[config.mk]
export PLATFORM = sky130hd
export DESIGN_NAME = cs_multi_gen
export DESIGN_NICKNAME = d
export VERILOG_FILES = /design/src/rtl/cs_multi_gen.sv
export SDC_FILE = /design/constraint.sdc
export NUM_CORES = 2
export LEC_CHECK = 0
export ABC_CLOCK_PERIOD_IN_PS = 16050
export BUFFER_PORTS_ARGS = -buffer_cell sky130_fd_sc_hd__buf_4
export CORE_ASPECT_RATIO = 1.1
export CORE_MARGIN = 2
export CORE_UTILIZATION = 45
export CTS_BUF_LIST = sky130_fd_sc_hd__clkbuf_8
export DETAILED_ROUTE_END_ITERATION = 8
export PLACE_DENSITY = 0.68
export SYNTH_ARGS = -nofsm -noshare
export SYNTH_HDL_FRONTEND = slang
export SYNTH_SLANG_ARGS = --single-unit
[constraint.sdc]
create_clock -name clk -period 16.05 [get_ports clk]
set_input_delay 1.605 -clock clk [delete_from_list [all_inputs] [get_ports clk]]
set_output_delay 1.605 -clock clk [all_outputs]
set_load 0.03 [all_outputs]
[src/rtl/cs_multi_gen.sv]
// cs_multi_gen: multi-channel checksum engine folding one CHUNK per channel per cycle.
// Supports add, one's-complement, XOR and negated-add checksums with per-channel masking.
module cs_multi_gen #(
  parameter int NUM_CH       = 2,
  parameter int WIDTH_DATA   = 384,
  parameter int WIDTH_RESULT = 8,
  parameter int CHUNK        = 64
) (
  input  logic                           clk,
  input  logic                           rst_n,
  input  logic                           in_valid,
  input  logic [NUM_CH*WIDTH_DATA-1:0]   data,
  input  logic [1:0]                     mode,
  input  logic [NUM_CH-1:0]              ch_mask,
  output logic [NUM_CH*WIDTH_RESULT-1:0] result,
  output logic                           out_valid,
  output logic                           busy
);
  localparam int N    = WIDTH_DATA / CHUNK;
  localparam int WPC  = CHUNK / WIDTH_RESULT;
  localparam int ACCW = WIDTH_RESULT + $clog2(WIDTH_DATA / WIDTH_RESULT) + 1;
  localparam int CW   = N > 1 ? $clog2(N) : 1;

  typedef enum logic [1:0] {IDLE, ACC, FIN} state_t;

  state_t                          state_q;
  logic [NUM_CH*WIDTH_DATA-1:0]    data_q, data_d;
  logic [1:0]                      mode_q;
  logic [NUM_CH-1:0]               mask_q;
  logic [CW-1:0]                   cnt_q;
  logic [ACCW-1:0]                 acc_q [NUM_CH];
  logic [ACCW-1:0]                 acc_d [NUM_CH];
  logic [ACCW-1:0]                 fold_s;
  logic [NUM_CH*WIDTH_RESULT-1:0]  fin_d, result_q;
  logic                            out_valid_q;

  assign result    = result_q;
  assign out_valid = out_valid_q;
  assign busy      = state_q != IDLE;

  // The payload register shifts right each cycle so the current chunk always sits at the LSBs.
  always_comb begin
    data_d = data_q;
    acc_d  = acc_q;
    fin_d  = '0;
    fold_s = '0;
    for (int k = 0; k < NUM_CH; k++) begin
      data_d[k*WIDTH_DATA +: WIDTH_DATA] = data_q[k*WIDTH_DATA +: WIDTH_DATA] >> CHUNK;
      for (int w = 0; w < WPC; w++)
        acc_d[k] = mode_q == 2'd2
          ? acc_d[k] ^ ACCW'(data_q[k*WIDTH_DATA + w*WIDTH_RESULT +: WIDTH_RESULT])
          : acc_d[k] + ACCW'(data_q[k*WIDTH_DATA + w*WIDTH_RESULT +: WIDTH_RESULT]);
      fold_s = acc_q[k];
      for (int i = 0; i < ACCW; i++)
        fold_s = ACCW'(fold_s[WIDTH_RESULT-1:0]) + (fold_s >> WIDTH_RESULT);
      fin_d[k*WIDTH_RESULT +: WIDTH_RESULT] =
        !mask_q[k]      ? '0 :
        mode_q == 2'd1  ? ~fold_s[WIDTH_RESULT-1:0] :
        mode_q == 2'd3  ? WIDTH_RESULT'(0) - acc_q[k][WIDTH_RESULT-1:0] :
                          acc_q[k][WIDTH_RESULT-1:0];
    end
  end

  always_ff @(posedge clk or negedge rst_n) begin
    if (!rst_n) begin
      state_q     <= IDLE;
      data_q      <= '0;
      mode_q      <= '0;
      mask_q      <= '0;
      cnt_q       <= '0;
      acc_q       <= '{default: '0};
      result_q    <= '0;
      out_valid_q <= 1'b0;
    end else begin
      out_valid_q <= 1'b0;
      result_q    <= '0;
      case (state_q)
        IDLE: if (in_valid) begin
          data_q  <= data;
          mode_q  <= mode;
          mask_q  <= ch_mask;
          cnt_q   <= '0;
          acc_q   <= '{default: '0};
          state_q <= ACC;
        end
        ACC: begin
          acc_q   <= acc_d;
          data_q  <= data_d;
          cnt_q   <= cnt_q + CW'(1);
          state_q <= cnt_q == CW'(N - 1) ? FIN : ACC;
        end
        FIN: begin
          result_q    <= fin_d;
          out_valid_q <= 1'b1;
          state_q     <= IDLE;
        end
        default: state_q <= IDLE;
      endcase
    end
  end
endmodule

# == Word level (Yosys, flattened, before mapping) ==
# Index checks and enable logic that the tools add are counted.
# classes
addsub,49
eq_ne,7
n_mux,33
n_bitwise,18
reduce_logical,5
# ops
operator,count
768-bit case mux with 2 select lines,1
768-bit two-way mux,1
15-bit by 8-bit adder with 15-bit output,16
15-bit two-way mux,16
15-bit by 8-bit XOR with 15-bit output,16
8-bit by 1-bit adder with 9-bit output,26
30-bit case mux with 2 select lines,1
8-bit two-way mux,6
30-bit two-way mux,1
8-bit by 7-bit adder with 9-bit output,2
8-bit by 1-bit adder with 8-bit output,2
16-bit two-way mux,1
8-bit NOT,2
"1-bit by 8-bit subtractor with 8-bit output, first input constant",2
"2-bit equality test, second input constant",3
3-bit case mux with 2 select lines,1
"2-bit by 1-bit equality test with 1-bit output, second input constant",2
2-bit two-way mux,2
2-bit case mux with 2 select lines,1
2-bit AND reduction,2
2-bit nonzero test,2
"3-bit by 1-bit adder with 3-bit output, second input constant",1
"3-bit equality test, second input constant",1
3-bit two-way mux,1
3 further kinds,3
# word_totals
register_bits,824
input_bits,775
output_inout_bits,18
word_cells,121

# == Longest topological paths before layout ==
# depth
depth_word,19
ltp_mapped,92
ltp_nobuf,87

# == Worst setup path after synthesis ==
# Ideal clock, no wire load.
# synth_path
path_type,register to register
startpoint,reg acc_q[8] in the netlist's numbering
endpoint,"reg result_q[15], in the netlist result[15]"
setup_ns,0.122
arrival_ns,15.019
required_time_ns,15.928
slack_ns,0.909
stages_incl_launch_ff,78
path_buffers,4
period_less_slack_ns,15.141
path_cell_list,dfrtp_1 ha_1 fa_1 a21o_1 a21oi_1 o21bai_1 a21oi_1 nor2b_1 o21a_1 ha_1 ha_1 buf_4 xor3_1 and3_2 maj3_1 nand2_1 xor2_1 and3_1 (+42 left out) inv_1 nor2_1 ha_1 ha_1 buf_1 nand3_1 nor4_1 ha_1 nand2_1 or4_1 nor3_1 ha_1 inv_1 o41ai_1 nor4bb_1 o21bai_1 xor2_1 a2111oi_1
# synth_via
elab_chain_cells,19
# synth_lines
element,line_no,text
from (decl),31,logic [ACCW-1:0] acc_q [NUM_CH];
from (signal assigned),71,acc_q <= '{default: '0};
from (signal assigned),83,acc_q <= '{default: '0};
from (signal assigned),87,acc_q <= acc_d;
8-bit by 7-bit adder with 9-bit output,55,fold_s = ACCW'(fold_s[WIDTH_RESULT-1:0]) + (fold_s >> WIDTH_RESULT);
8-bit by 1-bit adder with 9-bit output (13 in series),55,
8-bit by 1-bit adder with 8-bit output,55,
8-bit NOT,58,mode_q == 2'd1 ? ~fold_s[WIDTH_RESULT-1:0] :
8-bit two-way mux,58,
8-bit two-way mux,57,!mask_q[k] ? '0 :
16-bit two-way mux,77,case (state_q)
to (signal assigned),93,result_q <= fin_d;
to (decl),34,"logic [NUM_CH*WIDTH_RESULT-1:0] fin_d, result_q;"
# No other way between the ends.
# A chain may end at the register's enable or synchronous reset.

# == Final worst setup path ==
# layout_path
startpoint,reg acc_q[17] in the netlist's numbering
endpoint,"reg result_q[3], in the netlist result[3]"
# layout_via
elab_chain_cells,19
elab_cells_between_ends,21
cone_classes,add/sub: 16; mux: 4; bitwise: 1
# layout_lines
element,line_no
8-bit by 7-bit adder with 9-bit output,55
8-bit by 1-bit adder with 9-bit output (13 in series),55
8-bit by 1-bit adder with 8-bit output,55
8-bit NOT,58
8-bit two-way mux (*),58
8-bit two-way mux (*),57
16-bit two-way mux (*),77
# Every way passes the cells marked *; elsewhere a longest branch is shown, timed or not.

==> results by group <==
Synthesis
  – Asr flop ratio synth: 100%
  – Synth area leader: dfrtp_1
  – Ys flop type: dfrtp_1
  – Mapped Nets: 6816
  – Post-synth top cells: nand2_1 (963), dfrtp_1 (824), nor2_1 (522)
  – Number of synthesized flops with an enable pin: 0
  – Syn_area_per_cell: 8.60 µm²
  – Yosys cell types: 104
  – Area share of the largest cell type after synthesis: 41.2%
  – Synthesized area: 50100 µm²
  – Synth Instances: 5821
  – Synth Register Bits: 824
  – Synthesis warning total: 0
  – Most common cell in the synthesized netlist: nand2_1
  – Seq/Total Area, Yosys: 41.2%
  – Area contributors post-synth: dfrtp_1 (41%), nand2_1 (7.2%), ha_1 (5.0%)

Setup path
  – Worst EP required: 16.80 ns
  – Worst path most repeated cell: ha_1
  – Worst setup path end: result[3]
  – Worst Setup SP: acc_q[17]
  – Crit path capture type: flip-flop
  – Critical path class: reg -> reg
  – Critical Path AT: 15.60 ns
  – RR Endpoint: result[3]
  – CP peak stage delay: 0.46 ns
  – Worst R2R Start: acc_q[17]
  – CP max FO: 11
  – CP startpoint kind: flip-flop
  – Slowest CP cell: dfrtp_1
  – Reg2reg setup slack: 1.21 ns
  – Worst R2R Path Depth: 84

Die
  – I/O pin count: 793
  – Initial Util: 45.3%
  – Die span in y: 354 µm
  – Core box area: 111000 µm²
  – Num rows: 128
  – Die Width: 322 µm
  – DIE AREA: 114000 µm²

Run
  – Max cap viols: 0

Clocking
  – Hold buffers post-CTS: 0
  – Clk_lat worst skew: 0.88 ns
  – Cts bufs inserted: 147
  – Root buf cell: clkbuf_8
  – H-tree depth: 4
  – Clock Path Buffers: 3
  – CTS tree: yes
  – Clk sinks: 824
  – Worst-path clk slew: 0.07 ns

Timing
  – Hold_ws: 0.500 ns
  – Maximum clock frequency: 0.0674 GHz
  – Final min period: 14.85 ns
  – Fin crit share: 92.5%
  – Rel. slew slack: 20.3%
  – Slew @ Worst Pin: 1.20 ns
  – Final setup fails: 0
  – Final hold violation count: 0
  – RSZ-0062 raised after global routing: true
  – Skew final: 0.0328 ns
  – Slew Viols, Final: 0

Route
  – Final antenna-violating net count: 0
  – Vias per inst: 5.78
  – DRC violations left: 0
  – Vias: 46400
  – Initial drt markers: 4577
  – WL per Instance: 22.7 µm
  – Drt first pass iters: 6
  – Total wire length: 183000 µm

Finish
  – Final Util: 54.5%
  – Share of layout cells above drive strength 1: 18.2%
  – Layout area overhead: 20.4%
  – Multi-input logic area: 27800 µm²
  – Nets@finish: 7419
  – Register Area: 20600 µm²
  – Number of fill cells: 10200

Global routing
  – Global Route Usage Sum: 31.4%
  – Largest net degree at the start of global routing: 275
  – First-pass GRT wire length: 275000 µm
  – Vias in the first global route: 44500
  – Grt ovf: 0
  – Antenna violations before repair: 98

Place
  – Port-buffer cells: 792
  – Hpwl dp: 133000 µm
  – Routability cong.: 0.915

Min path
  – Hold Crit Class: reg -> reg

Run status
  – Status: completed
==> worst max-delay path: cells and delay by family (launching register included) <==
family	cells	cell delay [ns]
buf+inv	1	0.07
fa+ha+maj	23	5.20
compound gates	13	2.08
mux	4	0.75
xor+xnor	2	0.36
flops	1	0.46
simple gates	41	5.74
==> cells in the final DEF (no fill, tap or decap), types with 167 or more instances in the layout <==
cell      Yosys  final
o21ai_0     400    399
ha_1        202    190
nor2b_1     304    301
nor2_1      522    520
a21oi_1     376    373
a31oi_1     382    382
dfrtp_1     824    819
clkbuf_8      0    186
xnor2_1     171    167
a22oi_1     272    272
buf_4         1    853
nand2_1     963    963
==> metal layers <==
metal	vias to the layer above	wire [µm]	global-route usage, %
met1	22500	78000	42.3
li1	21900	-	-
met4	56	6440	15.3
met3	351	14600	8.98
met2	1624	83200	46.4
met5	-	378	0
==> cells by family after synthesis <==
| logic type | Yosys count | share of synthesized area (%) |
|---|---|---|
| AOI/OAI and AO/OA | 1814 | 23.0 |
| and+or+nand+nor | 2094 | 18.8 |
| muxes | 36 | 0.752 |
| DFF | 824 | 41.2 |
| buffers and inverters | 501 | 3.77 |
| xor gates and xnor gates | 323 | 6.59 |
| adders and majority gates | 229 | 5.95 |
==> state kept, by name, indices dropped and copies added, names as in the netlist <==
name,cells
data_q,768
out_valid,1
acc_q,30
mode_q,2
cnt_q,3
mask_q,2
result,16
state_q,2
==> what timing repair did <==
action,4_1_cts,5_1_grt
gates resized for setup,2,41
setup endpoints to repair,1,14
endpoints found under the hold margin,0,0
setup buffers,0,2
cloned,0,0
pin swaps,0,2
==> through the flow <==
| stage | instances | worst slack [ns] | area [µm²] | TNS (ns) |
|---|---|---|---|---|
| after floorplan | 5821 | 0.909 | 50100 | 0 |
| after global placement | 7703 | 0.404 | 56900 | 0 |
| after detailed placement | 7703 | -0.0356 | 56900 | -0.0356 |
| after CTS | 7958 | 0.0661 | 59900 | 0 |
| after global routing | 8023 | -0.133 | 60200 | -0.376 |
| final | 8029 | 1.21 | 60300 | 0 |
==> area by class of cell <==
type                            instances  area share, %
Tap cell                             1430           2.97
Timing Repair Buffer                  862           10.9
Inverter                               93          0.579
Antenna cell                           69          0.287
Multi-Input combinational cell       4496           46.1
Clock inverter                         70          0.694
Sequential cell                       824           34.2
Clock buffer                          185           4.23
==> how the worst min path moves through the flow <==
stage | from | end | slack, ns | cells past startpoint
global route | data_q[348] | data_q[348] | 0.51 | 1
floorplan | data_q[332] | data_q[332] | 0.47 | 1
global placement | data_q[298] | data_q[234] | 0.48 | 2
finish | data_q[292] | data_q[228] | 0.50 | 2
CTS | data_q[292] | data_q[228] | 0.50 | 2
detailed placement | data_q[292] | data_q[228] | 0.49 | 2
Power is not shown: default switching activity piles up to over one toggle a cycle in this logic, so the estimate is an artifact.
